===== src/rtl/sap_datapath_if.sv =====
// sap_datapath_if: control word, program-load port and status outputs of the SAP datapath
interface sap_datapath_if #(
   parameter int DATA_W = 8,
   parameter int ADDR_W = 4
);
   logic [14:0]       i_ctrl;
   logic              i_prog_mode;
   logic              i_prog_we;
   logic [ADDR_W-1:0] i_prog_addr;
   logic [DATA_W-1:0] i_prog_data;
   logic [3:0]        o_opcode;
   logic [DATA_W-1:0] o_out_data;
   logic              o_out_valid;
   logic [DATA_W-1:0] o_bus_dbg;
   logic [ADDR_W-1:0] o_pc_dbg;
   logic              o_carry;
   logic              o_zero;
   logic              o_bus_conflict;
   modport slave (
      input  i_ctrl, i_prog_mode, i_prog_we, i_prog_addr, i_prog_data,
      output o_opcode, o_out_data, o_out_valid, o_bus_dbg, o_pc_dbg, o_carry, o_zero, o_bus_conflict
   );
   modport master (
      output i_ctrl, i_prog_mode, i_prog_we, i_prog_addr, i_prog_data,
      input  o_opcode, o_out_data, o_out_valid, o_bus_dbg, o_pc_dbg, o_carry, o_zero, o_bus_conflict
   );
endinterface


===== src/rtl/sap_datapath.sv =====
// sap_datapath: SAP-1 execution datapath performing the register transfers of a 15-bit control word
module sap_datapath #(
   parameter int DATA_W   = 8,
   parameter int ADDR_W   = 4,
   parameter int PC_RESET = 0
) (
   input logic          clk,
   input logic          rst_n,
   sap_datapath_if.slave io
);
   localparam logic [14:0] IDLE = 15'b000111111100011;
   logic [14:0]       w_c;
   logic              w_pc_inc, w_pc_en, w_pc_load, w_mar_ld, w_mdr_ld, w_ram_en, w_ram_ld;
   logic              w_ir_ld, w_ir_en, w_a_ld, w_a_en, w_sub, w_alu_en, w_b_ld, w_out_ld;
   logic [ADDR_W-1:0] r_pc, r_mar;
   logic [DATA_W-1:0] r_mdr, r_ir, r_a, r_b, r_out, w_bus;
   logic [DATA_W:0]   w_sum;
   logic              r_out_valid, r_conflict, w_conflict;
   logic [DATA_W-1:0] r_ram [2**ADDR_W];
   // program-load mode looks to the datapath exactly like an idle control word
   assign w_c = io.i_prog_mode ? IDLE : io.i_ctrl;
   assign {w_pc_inc, w_pc_en, w_pc_load} = w_c[14:12];
   assign w_mar_ld = ~w_c[11];
   assign w_mdr_ld = ~w_c[10];
   assign w_ram_en = ~w_c[9];
   assign w_ram_ld = ~w_c[8];
   assign w_ir_ld  = ~w_c[7];
   assign w_ir_en  = ~w_c[6];
   assign w_a_ld   = ~w_c[5];
   assign {w_a_en, w_sub, w_alu_en} = w_c[4:2];
   assign w_b_ld   = ~w_c[1];
   assign w_out_ld = ~w_c[0];
   assign w_sum = {1'b0, r_a} + {1'b0, w_sub ? ~r_b : r_b} + {{DATA_W{1'b0}}, w_sub};
   assign w_bus = (w_pc_en  ? DATA_W'(r_pc)        : '0)
                | (w_ram_en ? r_ram[r_mar]         : '0)
                | (w_ir_en  ? DATA_W'(r_ir[3:0])   : '0)
                | (w_a_en   ? r_a                  : '0)
                | (w_alu_en ? w_sum[DATA_W-1:0]    : '0);
   assign w_conflict = !$onehot0({w_pc_en, w_ram_en, w_ir_en, w_a_en, w_alu_en});
   always_ff @(posedge clk)
      if (rst_n && (io.i_prog_mode ? io.i_prog_we : w_ram_ld))
         r_ram[io.i_prog_mode ? io.i_prog_addr : r_mar] <= io.i_prog_mode ? io.i_prog_data : r_mdr;
   always_ff @(posedge clk) begin
      if (!rst_n) begin
         r_pc        <= ADDR_W'(PC_RESET);
         r_mar       <= '0;
         r_mdr       <= '0;
         r_ir        <= '0;
         r_a         <= '0;
         r_b         <= '0;
         r_out       <= '0;
         r_out_valid <= 1'b0;
         r_conflict  <= 1'b0;
      end else begin
         if (w_mar_ld) r_mar <= w_bus[ADDR_W-1:0];
         if (w_mdr_ld) r_mdr <= w_bus;
         if (w_ir_ld)  r_ir  <= w_bus;
         if (w_a_ld)   r_a   <= w_bus;
         if (w_b_ld)   r_b   <= w_bus;
         if (w_out_ld) r_out <= w_bus;
         if (w_pc_load)     r_pc <= w_bus[ADDR_W-1:0];
         else if (w_pc_inc) r_pc <= r_pc + 1'b1;
         r_out_valid <= w_out_ld;
         r_conflict  <= r_conflict | w_conflict;
      end
   end
   assign io.o_opcode       = r_ir[DATA_W-1:DATA_W-4];
   assign io.o_out_data     = r_out;
   assign io.o_out_valid    = r_out_valid;
   assign io.o_bus_dbg      = w_bus;
   assign io.o_pc_dbg       = r_pc;
   assign io.o_carry        = w_sum[DATA_W];
   assign io.o_zero         = (w_sum[DATA_W-1:0] == '0);
   assign io.o_bus_conflict = r_conflict;
endmodule


===== src/flat_wrapper.sv =====
// flat-port wrapper written by rule: the top's interface ports become plain ports
module sap_datapath_flat 
#(
   parameter int DATA_W   = 8,
   parameter int ADDR_W   = 4,
   parameter int PC_RESET = 0
)
  (clk, rst_n, io_i_ctrl, io_i_prog_mode, io_i_prog_we, io_i_prog_addr, io_i_prog_data, io_o_opcode, io_o_out_data, io_o_out_valid, io_o_bus_dbg, io_o_pc_dbg, io_o_carry, io_o_zero, io_o_bus_conflict);
  sap_datapath_if #(.DATA_W(DATA_W), .ADDR_W(ADDR_W)) io_i ();
  input logic clk;
  input logic rst_n;
  input wire logic [$bits(io_i.i_ctrl)-1:0] io_i_ctrl;
  input wire logic [$bits(io_i.i_prog_mode)-1:0] io_i_prog_mode;
  input wire logic [$bits(io_i.i_prog_we)-1:0] io_i_prog_we;
  input wire logic [$bits(io_i.i_prog_addr)-1:0] io_i_prog_addr;
  input wire logic [$bits(io_i.i_prog_data)-1:0] io_i_prog_data;
  output wire logic [$bits(io_i.o_opcode)-1:0] io_o_opcode;
  output wire logic [$bits(io_i.o_out_data)-1:0] io_o_out_data;
  output wire logic [$bits(io_i.o_out_valid)-1:0] io_o_out_valid;
  output wire logic [$bits(io_i.o_bus_dbg)-1:0] io_o_bus_dbg;
  output wire logic [$bits(io_i.o_pc_dbg)-1:0] io_o_pc_dbg;
  output wire logic [$bits(io_i.o_carry)-1:0] io_o_carry;
  output wire logic [$bits(io_i.o_zero)-1:0] io_o_zero;
  output wire logic [$bits(io_i.o_bus_conflict)-1:0] io_o_bus_conflict;
  assign io_i.i_ctrl = io_i_ctrl;
  assign io_i.i_prog_mode = io_i_prog_mode;
  assign io_i.i_prog_we = io_i_prog_we;
  assign io_i.i_prog_addr = io_i_prog_addr;
  assign io_i.i_prog_data = io_i_prog_data;
  assign io_o_opcode = io_i.o_opcode;
  assign io_o_out_data = io_i.o_out_data;
  assign io_o_out_valid = io_i.o_out_valid;
  assign io_o_bus_dbg = io_i.o_bus_dbg;
  assign io_o_pc_dbg = io_i.o_pc_dbg;
  assign io_o_carry = io_i.o_carry;
  assign io_o_zero = io_i.o_zero;
  assign io_o_bus_conflict = io_i.o_bus_conflict;
  sap_datapath #(.DATA_W(DATA_W), .ADDR_W(ADDR_W), .PC_RESET(PC_RESET)) u_core (.clk(clk), .rst_n(rst_n), .io(io_i));
endmodule

===== config.mk =====
export PLATFORM = sky130hd
export DESIGN_NAME = sap_datapath_flat
export DESIGN_NICKNAME = d
export VERILOG_FILES = /design/src/rtl/sap_datapath_if.sv /design/src/rtl/sap_datapath.sv /design/src/flat_wrapper.sv
export SDC_FILE = /design/constraint.sdc
export NUM_CORES = 1
export LEC_CHECK = 0
export BUFFER_PORTS_ARGS = -buffer_cell sky130_fd_sc_hd__clkbuf_2
export CAP_MARGIN = 10
export CORE_UTILIZATION = 36
export CTS_CLUSTER_SIZE = 20
export DETAILED_ROUTE_END_ITERATION = 10
export RECOVER_POWER = 50
export SYNTH_ARGS = -nofsm -noshare
export SYNTH_HDL_FRONTEND = slang
export SYNTH_SLANG_ARGS = --single-unit
export TNS_END_PERCENT = 30

===== constraint.sdc =====
create_clock -name clk -period 5.1 [get_ports clk]
set_input_delay 0.255 -clock clk [delete_from_list [all_inputs] [get_ports clk]]
set_output_delay 0.255 -clock clk [all_outputs]
set_load 0.005 [all_outputs]

==> out/summary.json, run 1 <==
{
  "critPathLaunchType": {"value": "register"},
  "drcViolationCount": {"value": 0},
  "synth_seq_cells": {"value": 182},
  "detailroute.via_count": {"value": 5290},
  "detail_route.iter0.violations": {"value": 331},
  "clock_tree_from_tritoncts": {"value": "done"},
  "numCtsBuffers": {"value": 17},
  "max_slew.worst_pin.slew": {"value": 1680, "unit": "ps"},
  "floorplan.initialDensity": {"value": 36.6, "unit": "%"},
  "ys_seq_area_share": {"value": 61.9, "unit": "%"},
  "wl_per_cell": {"value": 20.8, "unit": "µm"},
  "drt_pre_antenna_iters": {"value": 5},
  "cts_sinks": {"value": 182},
  "design.core.area": {"value": 0.0218, "unit": "mm²"},
  "fin_max_slew_vios": {"value": 48},
  "powerDensity": {"value": 367, "unit": "mW/mm²"},
  "maxClockFrequency": {"value": 0.279, "unit": "GHz"},
  "timing.clock.skew": {"value": 8.73, "unit": "ps"},
  "fin_crit_sh": {"value": 70.3, "unit": "%"},
  "insertion_delay": {"value": 440, "unit": "ps"},
  "syn_avg_cell_area": {"value": 13.2, "unit": "µm²"},
  "crit_required": {"value": 4850, "unit": "ps"},
  "final_layout_size_suffix_gt1_share": {"value": 18.3, "unit": "%"},
  "violations_in_the_final_reports": {"value": "capacitance limit, slew limit"},
  "worst_vdd_ir": {"value": 158, "unit": "µV"},
  "rows": {"value": 54},
  "async_reset_ff_share": {"value": 0, "unit": "%"},
  "report.final.hold_viol_count": {"value": 0},
  "finish.net_count": {"value": 696},
  "ctsLongestPathBuffers": {"value": 2},
  "cts-root-buf": {"value": "sky130_fd_sc_hd__clkbuf_16"},
  "worst_setup_path_end_kind": {"value": "output port"},
  "rsz0062_at_grt": {"value": "no"},
  "ys_warn_count": {"value": 0},
  "floorplan.die.width": {"value": 151, "unit": "µm"},
  "floorplan.die_area": {"value": 0.0227, "unit": "mm²"},
  "ys.flop_type": {"value": "sky130_fd_sc_hd__edfxtp_1"},
  "cp_cell_sequence": {"value": "buf_4, mux4_2, mux2i_1, o22ai_1, a211oi_4, inv_1, clkbuf_2"},
  "period_needed": {"value": 3590, "unit": "ps"},
  "timing.critical_path.slowest_stage_cell": {"value": "sky130_fd_sc_hd__dfxtp_2"},
  "post_layout_nonfiller_instances": {"value": 945},
  "report.final.setup_viol": {"value": 0},
  "arrival_time_at_the_worst_endpoint": {"value": 3330, "unit": "ps"},
  "io_pins": {"value": 59},
  "synthesized_nets": {"value": 645},
  "syn2layout_area_growth": {"value": 13.3, "unit": "%"},
  "die-height": {"value": 151, "unit": "µm"},
  "num_antenna_cells": {"value": 0},
  "grt_first_pass_wirelength": {"value": 30100, "unit": "µm"},
  "cp_max_fo": {"value": 22},
  "syn_inst": {"value": 601},
  "timing.critical_path.slowest_cell_delay": {"value": 720, "unit": "ps"},
  "outcome": {"value": "finished, violations left"},
  "grtUsageTotal": {"value": 18.3, "unit": "%"},
  "hold_path.class": {"value": "primary input to register"},
  "global_route_congestion_overflow_total": {"value": 0},
  "synth_cell_type_count": {"value": 60},
  "fin_setup_tns": {"value": 0, "unit": "ps"},
  "placedCellCount": {"value": 912},
  "worst_max_slew_margin_expressed_relative_to_the_limit": {"value": -11.8, "unit": "%"},
  "max_cap_viol_count": {"value": 1},
  "vias_per_cell": {"value": 5.60},
  "number_of_antenna_violations_at_the_first_check_in_global_routing": {"value": 0},
  "io_buffer_count": {"value": 58},
  "leakagePower": {"value": 3.10, "unit": "nW"},
  "hpwl": {"value": 13300, "unit": "µm"},
  "maximum_number_of_pins_on_one_net_before_global_route_repair": {"value": 52},
  "netlist_area": {"value": 0.00796, "unit": "mm²"},
  "clk_transition_reported_paths": {"value": 70, "unit": "ps"},
  "synth-edff-count": {"value": 128},
  "place_congestion": {"value": 0.976},
  "worstSetupPathType": {"value": "register to output port"},
  "htree_levels": {"value": 4},
  "grt_pass1_vias": {"value": 5248},
  "totalWireLength": {"value": 19700, "unit": "µm"},
  "detail-route-antenna-nets": {"value": 0}
}
[cell usage in the layout (no fill, tap or decap), types with 3 or more instances in the layout]
master,count
sky130_fd_sc_hd__clkbuf_1,18
sky130_fd_sc_hd__xor2_1,5
sky130_fd_sc_hd__clkinv_1,3
sky130_fd_sc_hd__a2111oi_0,6
sky130_fd_sc_hd__clkbuf_2,40
sky130_fd_sc_hd__inv_8,4
sky130_fd_sc_hd__a211oi_2,3
sky130_fd_sc_hd__mux4_2,17
sky130_fd_sc_hd__inv_6,3
sky130_fd_sc_hd__o22ai_1,7
sky130_fd_sc_hd__or3_1,3
sky130_fd_sc_hd__buf_4,5
sky130_fd_sc_hd__xnor2_1,9
sky130_fd_sc_hd__ha_1,10
sky130_fd_sc_hd__a31oi_1,16
sky130_fd_sc_hd__edfxtp_1,128
sky130_fd_sc_hd__a211oi_1,9
sky130_fd_sc_hd__a21oi_1,40
sky130_fd_sc_hd__o21bai_1,3
sky130_fd_sc_hd__mux2_2,18
sky130_fd_sc_hd__nor3_1,10
sky130_fd_sc_hd__mux2_1,8
sky130_fd_sc_hd__mux2i_1,13
sky130_fd_sc_hd__a41oi_1,5
sky130_fd_sc_hd__o21ai_0,55
sky130_fd_sc_hd__nand2_1,19
sky130_fd_sc_hd__nand3_1,4
sky130_fd_sc_hd__a21o_1,5
sky130_fd_sc_hd__a221oi_2,3
sky130_fd_sc_hd__fa_1,3
sky130_fd_sc_hd__nor4_1,4
sky130_fd_sc_hd__inv_1,19
sky130_fd_sc_hd__dfxtp_1,53
sky130_fd_sc_hd__nor2_1,39
sky130_fd_sc_hd__nor2b_1,16
sky130_fd_sc_hd__clkbuf_16,17
sky130_fd_sc_hd__and2_1,3
sky130_fd_sc_hd__nand2b_1,6
sky130_fd_sc_hd__a22oi_1,5
[report_power, final]
group	switching, mW	leakage (nW)	internal [mW]	total [mW]
sequential	0.0333	1.61	1.63	1.66
clock	0.597	0.278	0.686	1.28
combinational	0.231	1.21	0.136	0.367
[worst paths after layout]
path	startpoint	end	slack [ps]	cells after the start
setup / recovery	register	io_o_bus_dbg[3]	1510	7
hold / removal	io_i_ctrl[12]	u_core.io.o_pc_dbg[0]	160	3
setup reg to reg	register	u_core.r_mar[3]	2110	6
hold reg to reg	u_core.io.o_bus_conflict	u_core.io.o_bus_conflict	530	2
[routing by layer]
| layer | GRT usage (%) | part of all wire [%] | vias up |
|---|---|---|---|
| met1 | 24.2 | 44 | 2669 |
| met4 | 5.15 | 1.4 | 0 |
| met2 | 30.3 | 49 | 179 |
| met3 | 3.67 | 5.8 | 29 |
| li1 | - | - | 2413 |
| met5 | 0 | 0 | - |
[flip-flops by register name, indices dropped and copies added (netlist names), named ones only]
register	count
u_core.r_ram	128
u_core.r_mar	4
u_core.io.o_pc_dbg	4
u_core.r_mdr	8
u_core.io.o_bus_conflict	1
u_core.r_ir	8
u_core.io.o_out_valid	1
u_core.r_b	8
u_core.io.o_out_data	8
u_core.r_a	8
[cell type report]
type / instances / area [µm²]
tap: 280 / 350
clock inverter: 15 / 143
multi-input combinational: 368 / 2790
fill: 2049 / 12700
clock buffer: 17 / 425
timing repair buffer: 64 / 315
sequential: 182 / 4930
inverter: 19 / 71.3
[synthesized netlist by cell type, drive strengths merged, types with 2 or more instances]
cell type  number  share of area, %
fa              3              0.75
a21oi          41               2.6
xor2            5              0.55
and2            3              0.24
a22oi           5              0.47
edfxtp        128                48
xnor2           9              0.99
buf            18               1.5
nand2          19              0.90
a211oi         13               1.6
inv            19              0.90
o21ai          56               3.5
or3b            2              0.22
nor3           11              0.75
or3             3              0.24
clkbuf         14              0.68
nor2           40               1.9
nand2b          6              0.47
a21o            5              0.47
nor3b           2              0.19
a41oi           5              0.55
nor4            4              0.31
a221oi          3              0.57
a2111oi         6              0.66
nor2b          16               1.3
ha             10               1.6
o22ai           7              0.55
mux2i          14               1.8
a31oi          16               1.3
dfxtp          54                14
nand3           4              0.25
mux2           26               3.7
mux4           17               4.8
o21bai          3              0.28
[logic make-up after synthesis]
kind of cell / synth area share (%)
DFF: 61.9
muxes: 10.3
and+or+nand+nor: 7.40
xor gates and xnor gates: 1.54
buffers and inverters: 3.11
adders and majority gates: 2.33
AOI/OAI and AO/OA: 13.5
[what timing repair did]
item                                   4_1_cts  5_1_grt
endpoints found under the hold margin        0        1
gates resized for setup                      0        0
buffers inserted                             0        0
hold buffers                                 0        1
[critical path: cells and delay by family, from the launching register on]
| kind | cells | cell delay [ps] |
|---|---|---|
| AOI/OAI and AO/OA | 2 | 730 |
| buffers and inverters | 3 | 590 |
| muxes | 2 | 840 |
| DFF | 1 | 720 |
[metrics by stage]
step	setup WS (ps)	hold slack [ps]	total power, mW	util, %	cell area, µm²
2_1_floorplan	2050	332	1.94	-	7960
3_3_place_gp	1970	454	2.05	38.9	8460
3_5_place_dp	1810	455	2.06	38.9	8460
4_1_cts	1520	3.93	3.33	41.5	9030
5_1_grt	1320	166	3.42	41.5	9020
6_report	1510	162	3.31	41.5	9020
No activity file was read; power rests on OpenSTA's default activity.
==> run 2, diff against run 1 <==
--- a/config.mk
+++ b/config.mk
@@ -5,6 +5,7 @@
 export SDC_FILE = /design/constraint.sdc
 export NUM_CORES = 1
 export LEC_CHECK = 0
+export ABC_AREA = 1
 export BUFFER_PORTS_ARGS = -buffer_cell sky130_fd_sc_hd__clkbuf_2
 export CAP_MARGIN = 10
 export CORE_UTILIZATION = 36
==> constraint.sdc (replaced) <==
create_clock -name clk -period 3.7 [get_ports clk]
set_input_delay 0.185 -clock clk [delete_from_list [all_inputs] [get_ports clk]]
set_output_delay 0.185 -clock clk [all_outputs]
set_load 0.005 [all_outputs]
==> run 2 against run 1 <==
Against the previous run: largest power group unchanged; combinational power rose by 61%; clock skew hardly changed; wire length rose by 7.0%; the run still ends with capacitance limit, slew limit left; largest cell class unchanged; die area is 4.5% higher; highest routed layer unchanged; synthesized area grew 4.6%.
==> out/summary.json, run 2 <==
{
  "numCtsBuffers": {"value": 17, "change": "unchanged"},
  "ys_seq_area_share": {"value": 59.2, "unit": "%", "change": "was 61.9%"},
  "drcViolationCount": {"value": 0, "change": "unchanged"},
  "p_comb_share": {"value": 12.8, "unit": "%", "change": "was 11.1%"},
  "crit_required": {"value": 3510, "unit": "ps", "change": "was 4850 ps"},
  "violations_in_the_final_reports": {"value": "capacitance limit, slew limit", "change": "unchanged"},
  "worst_vdd_ir": {"value": 320, "unit": "µV", "change": "was 158 µV"},
  "switching_power": {"value": 1.24, "unit": "mW", "change": "was 0.861 mW"},
  "max_cap_viol_count": {"value": 1, "change": "unchanged"},
  "wl_per_cell": {"value": 16.9, "unit": "µm", "change": "was 20.8 µm"},
  "grtUsageTotal": {"value": 18.6, "unit": "%", "change": "was 18.3%"},
  "timing.critical_path.slowest_stage_cell": {"value": "sky130_fd_sc_hd__buf_4", "change": "was sky130_fd_sc_hd__dfxtp_2"},
  "largest_family_of_logic_cells_by_synthesized_area": {"value": "simple AND/OR/NAND/NOR gates", "change": "was compound AO/OA/AOI/OAI gates"},
  "power_switching_share": {"value": 26.9, "unit": "%", "change": "was 26.0%"},
  "maximum_number_of_pins_on_one_net_before_global_route_repair": {"value": 66, "change": "was 52"},
  "critical-path-top-cell-by-count": {"value": "sky130_fd_sc_hd__nand3_1"},
  "min_delay_path_depth": {"value": 4, "change": "was 3"},
  "io_buffer_count": {"value": 58, "change": "unchanged"},
  "power.clock.fraction": {"value": 37.6, "unit": "%", "change": "was 38.7%"},
  "detailroute.via_count": {"value": 6207, "change": "was 5,290"},
  "synth_simple_gate_area_share": {"value": 19.4, "unit": "%", "change": "was 7.40%"},
  "insertion_delay": {"value": 440, "unit": "ps", "change": "about the same"},
  "worstSetupPathDepth": {"value": 10, "change": "was 7"},
  "syn2layout_area_growth": {"value": 12.4, "unit": "%", "change": "was 13.3%"},
  "ff2ff_path_depth": {"value": 11, "change": "was 6"},
  "synthesized_nets": {"value": 947, "change": "was 645"},
  "global_route_congestion_overflow_total": {"value": 0, "change": "unchanged"},
  "ctsLongestPathBuffers": {"value": 2, "change": "unchanged"},
  "async_reset_ff_share": {"value": 0, "unit": "%", "change": "unchanged"},
  "design.core.area": {"value": 0.0226, "unit": "mm²", "change": "was 0.0218 mm²"},
  "cts_sinks": {"value": 182, "change": "unchanged"},
  "holdBufCountCts": {"value": 0, "change": "unchanged"},
  "placedCellCount": {"value": 1218, "change": "was 912"},
  "synth-edff-count": {"value": 128, "change": "unchanged"},
  "leakagePower": {"value": 3.89, "unit": "nW", "change": "was 3.10 nW"},
  "grt_pass1_vias": {"value": 5915, "change": "was 5,248"},
  "vias_per_cell": {"value": 4.97, "change": "was 5.60"},
  "totalWireLength": {"value": 21100, "unit": "µm", "change": "was 19,700 µm"},
  "hpwl": {"value": 13700, "unit": "µm", "change": "was 13,300 µm"},
  "netlist.area_leader.share": {"value": 46.2, "unit": "%", "change": "was 48.3%"},
  "timing.critical_path.slowest_cell_delay": {"value": 570, "unit": "ps", "change": "was 720 ps"},
  "critPathLaunchType": {"value": "register", "change": "unchanged"},
  "worstSetupPathType": {"value": "register to output port", "change": "unchanged"},
  "drt_pre_antenna_iters": {"value": 4, "change": "was 5"},
  "final_layout_size_suffix_gt1_share": {"value": 10.1, "unit": "%", "change": "was 18.3%"},
  "worst_setup_path_end_kind": {"value": "output port", "change": "unchanged"},
  "cts.repair.resized": {"value": 0, "change": "unchanged"},
  "synth-compound-area-share": {"value": 9.74, "unit": "%", "change": "was 13.5%"},
  "max_slew.worst_pin.slew": {"value": 1720, "unit": "ps", "change": "was 1680 ps"},
  "yosys.cell_count.top_type": {"value": "sky130_fd_sc_hd__nor2_1", "change": "was sky130_fd_sc_hd__edfxtp_1"},
  "detail-route-antenna-nets": {"value": 0, "change": "unchanged"},
  "floorplan.initialDensity": {"value": 36.8, "unit": "%", "change": "was 36.6%"},
  "cts-root-buf": {"value": "sky130_fd_sc_hd__clkbuf_16", "change": "unchanged"},
  "synth_cell_type_count": {"value": 34, "change": "was 60"},
  "fin_crit_sh": {"value": 77.4, "unit": "%"},
  "cp_cell_sequence": {"value": "buf_4, nor2_1, nor2_1, o21ai_0, nand3_1, nand2_1, nand2_1, nand3_1, nand3_1, clkbuf_2", "change": "was buf_4, mux4_2, mux2i_1, o22ai_1, a211oi_4, inv_1, clkbuf_2"},
  "arrival_time_at_the_worst_endpoint": {"value": 2680, "unit": "ps", "change": "was 3330 ps"},
  "detail_route.iter0.violations": {"value": 489, "change": "was 331"},
  "synth_fa_ha_area_share": {"value": 2.22, "unit": "%", "change": "was 2.33%"},
  "report.final.setup_viol": {"value": 0, "change": "unchanged"},
  "path_delay_family": {"value": "simple AND/OR/NAND/NOR gates", "change": "was multiplexers"},
  "place_congestion": {"value": 0.893, "change": "was 0.976"},
  "layout.cells.most_common_list": {"value": "sky130_fd_sc_hd__nor2_1 (156), sky130_fd_sc_hd__edfxtp_1 (128), sky130_fd_sc_hd__nand2_1 (126)", "change": "was sky130_fd_sc_hd__edfxtp_1 (128), sky130_fd_sc_hd__o21ai_0 (55), sky130_fd_sc_hd__dfxtp_1 (53)"},
  "ys.flop_type": {"value": "sky130_fd_sc_hd__edfxtp_1", "change": "unchanged"},
  "netlist_area": {"value": 0.00832, "unit": "mm²", "change": "was 0.00796 mm²"},
  "worst_max_slew_margin_expressed_relative_to_the_limit": {"value": -15.6, "unit": "%", "change": "was -11.8%"},
  "num_antenna_cells": {"value": 0, "change": "unchanged"},
  "io_pins": {"value": 59, "change": "unchanged"},
  "syn_inst": {"value": 903, "change": "was 601"},
  "flip_flop_count_of_the_largest_register_after_layout": {"value": 128, "change": "unchanged"},
  "netlist_top_cells_area": {"value": "sky130_fd_sc_hd__edfxtp_1 (46%), sky130_fd_sc_hd__dfxtp_1 (13%), sky130_fd_sc_hd__nor2_1 (7.0%), sky130_fd_sc_hd__nand2_1 (5.7%), sky130_fd_sc_hd__inv_1 (5.2%)", "change": "was sky130_fd_sc_hd__edfxtp_1 (48%), sky130_fd_sc_hd__dfxtp_1 (14%), sky130_fd_sc_hd__mux4_2 (4.8%), sky130_fd_sc_hd__mux2_2 (3.7%), sky130_fd_sc_hd__o21ai_0 (3.5%)"},
  "rows": {"value": 55, "change": "was 54"},
  "syn_avg_cell_area": {"value": 9.22, "unit": "µm²", "change": "was 13.2 µm²"},
  "hold_path.class": {"value": "primary input to register", "change": "unchanged"},
  "timing.critical_path.buf_inv": {"value": 2, "change": "was 3"},
  "powerDensity": {"value": 492, "unit": "mW/mm²", "change": "was 367 mW/mm²"},
  "report.final.hold_viol_count": {"value": 0, "change": "unchanged"},
  "finish.net_count": {"value": 996, "change": "was 696"},
  "timing.clock.skew": {"value": 8.71, "unit": "ps", "change": "was 8.73 ps"},
  "most_numerous_cell_types_in_the_synthesized_netlist": {"value": "sky130_fd_sc_hd__nor2_1 (156), sky130_fd_sc_hd__edfxtp_1 (128), sky130_fd_sc_hd__nand2_1 (126), sky130_fd_sc_hd__inv_1 (116), sky130_fd_sc_hd__o21ai_0 (67)", "change": "was sky130_fd_sc_hd__edfxtp_1 (128), sky130_fd_sc_hd__o21ai_0 (55), sky130_fd_sc_hd__dfxtp_1 (54), sky130_fd_sc_hd__a21oi_1 (40), sky130_fd_sc_hd__nor2_1 (39)"},
  "maxClockFrequency": {"value": 0.349, "unit": "GHz"},
  "floorplan.die.width": {"value": 154, "unit": "µm", "change": "was 151 µm"},
  "netlist.top_cell.by_area": {"value": "sky130_fd_sc_hd__edfxtp_1", "change": "unchanged"},
  "floorplan.die_area": {"value": 0.0237, "unit": "mm²", "change": "was 0.0227 mm²"},
  "power_frac_seq": {"value": 49.6, "unit": "%", "change": "was 50.2%"},
  "synth.mux.area_fraction": {"value": 0, "unit": "%", "change": "was 10.3%"},
  "clk_transition_reported_paths": {"value": 70, "unit": "ps", "change": "about the same"},
  "regMostFlops": {"value": "u_core.r_ram", "change": "unchanged"},
  "fin_total_pwr": {"value": 4.60, "unit": "mW", "change": "was 3.31 mW"},
  "period_needed": {"value": 2860, "unit": "ps"},
  "regToRegSetupSlack": {"value": 1350, "unit": "ps", "change": "was 2110 ps"},
  "post-cts-setup-buffers": {"value": 0, "change": "unchanged"},
  "crit_end": {"value": "io_o_bus_dbg[7]", "change": "was io_o_bus_dbg[3]"},
  "cell_internal_pwr": {"value": 3.36, "unit": "mW", "change": "was 2.45 mW"},
  "ys_warn_count": {"value": 0, "change": "unchanged"},
  "synth-xor-area-share": {"value": 1.26, "unit": "%", "change": "was 1.54%"},
  "fin_max_slew_vios": {"value": 17, "change": "was 48"},
  "grt_first_pass_wirelength": {"value": 33300, "unit": "µm", "change": "was 30,100 µm"},
  "outcome": {"value": "finished, violations left", "change": "unchanged"},
  "die-height": {"value": 154, "unit": "µm", "change": "was 151 µm"},
  "synth_seq_cells": {"value": 182, "change": "unchanged"},
  "cp_max_fo": {"value": 65, "change": "was 22"},
  "fin_setup_tns": {"value": 0, "unit": "ps", "change": "unchanged"},
  "final_critical_path_setup_slack": {"value": 835, "unit": "ps", "change": "was 1510 ps"},
  "rsz0062_at_grt": {"value": "no", "change": "unchanged"},
  "crit-reg2reg-capture": {"value": "u_core.r_mdr[7]", "change": "was u_core.r_mar[3]"},
  "post-place-ws": {"value": 977, "unit": "ps", "change": "was 1810 ps"},
  "final_common_cell": {"value": "sky130_fd_sc_hd__nor2_1", "change": "was sky130_fd_sc_hd__edfxtp_1"},
  "clock_tree_from_tritoncts": {"value": "done", "change": "unchanged"},
  "number_of_antenna_violations_at_the_first_check_in_global_routing": {"value": 0, "change": "unchanged"},
  "htree_levels": {"value": 4, "change": "unchanged"},
  "post_layout_nonfiller_instances": {"value": 1250, "change": "was 945"}
}
## run 2: cell types whose count changed after synthesis, moves of 8 or more
cell                      before  now
sky130_fd_sc_hd__nand3_1       4   66
sky130_fd_sc_hd__mux2i_1      13    0
sky130_fd_sc_hd__nand2_1      19  126
sky130_fd_sc_hd__nor2_1       39  156
sky130_fd_sc_hd__nor3_1       10    2
sky130_fd_sc_hd__inv_1        19  116
sky130_fd_sc_hd__a31oi_1      16    5
sky130_fd_sc_hd__mux4_2       17    0
sky130_fd_sc_hd__nand4_1       0   18
sky130_fd_sc_hd__o21ai_0      55   67
sky130_fd_sc_hd__nor2b_1      16    0
sky130_fd_sc_hd__o21ai_1       1   26
sky130_fd_sc_hd__mux2_2       26    0
## run 2: power by group through the flow
stage	Sequential [mW]	Combinational, mW	Clock, mW
finish	2.28	0.591	1.73
floorplan	2.32	0.404	0
CTS	2.28	0.603	1.76
global placement	2.33	0.594	0
global route	2.29	0.669	1.84
detailed placement	2.33	0.600	0
## run 2: cells by family after synthesis
kind of cell    count (synthesis)
xor+xnor                       12
simple gates                  383
compound gates                153
flops                         182
fa+ha+maj                      13
buf+inv                       160
## run 2: how the worst min path moves through the flow
stage                             start                       end  slack (ps)
3_5_place_dp   u_core.io.o_bus_conflict  u_core.io.o_bus_conflict         510
4_1_cts                   io_i_ctrl[12]     u_core.io.o_pc_dbg[1]          60
3_3_place_gp              io_i_ctrl[12]     u_core.io.o_pc_dbg[1]         520
2_1_floorplan                     rst_n   u_core.io.o_out_data[0]         320
6_report                  io_i_ctrl[12]     u_core.io.o_pc_dbg[1]          80
5_1_grt                   io_i_ctrl[12]     u_core.io.o_pc_dbg[1]          80
## run 2: per-layer routing
metal  up-vias  routed length, µm  track usage, %  part of all wire (%)
met4         0                334            5.67                   1.6
met5         -                  0               0                     0
met3        25                991            3.27                   4.7
met1      2906               9730            25.0                    46
li1       3099                  -               -                     -
met2       177              10000            30.6                    48
## run 2: worst register-to-register path: cells and delay by family (launching register included)
kind | cells | cell delay [ps]
AND/OR/NAND/NOR | 8 | 1260
buffers and inverters | 2 | 620
AO/OA/AOI/OAI | 1 | 100
flip-flops | 1 | 330
## run 2: layout make-up
| type | instances | area, µm² |
|---|---|---|
| well taps | 285 | 357 |
| clock buffers | 18 | 429 |
| multi-input cells | 561 | 2710 |
| fillers | 2203 | 13300 |
| repair buffers | 70 | 347 |
| clock inverters | 14 | 130 |
| flip-flops and latches | 182 | 4930 |
| inverters | 120 | 450 |
## run 2: through the flow
step	util, %	cell area, µm²	hold WS, ps
3_3_place_gp	39.0	8840	517
3_5_place_dp	39.0	8840	514
4_1_cts	41.5	9400	63.8
6_report	41.3	9350	78.3
5_1_grt	41.3	9350	83.8
2_1_floorplan	-	8320	323
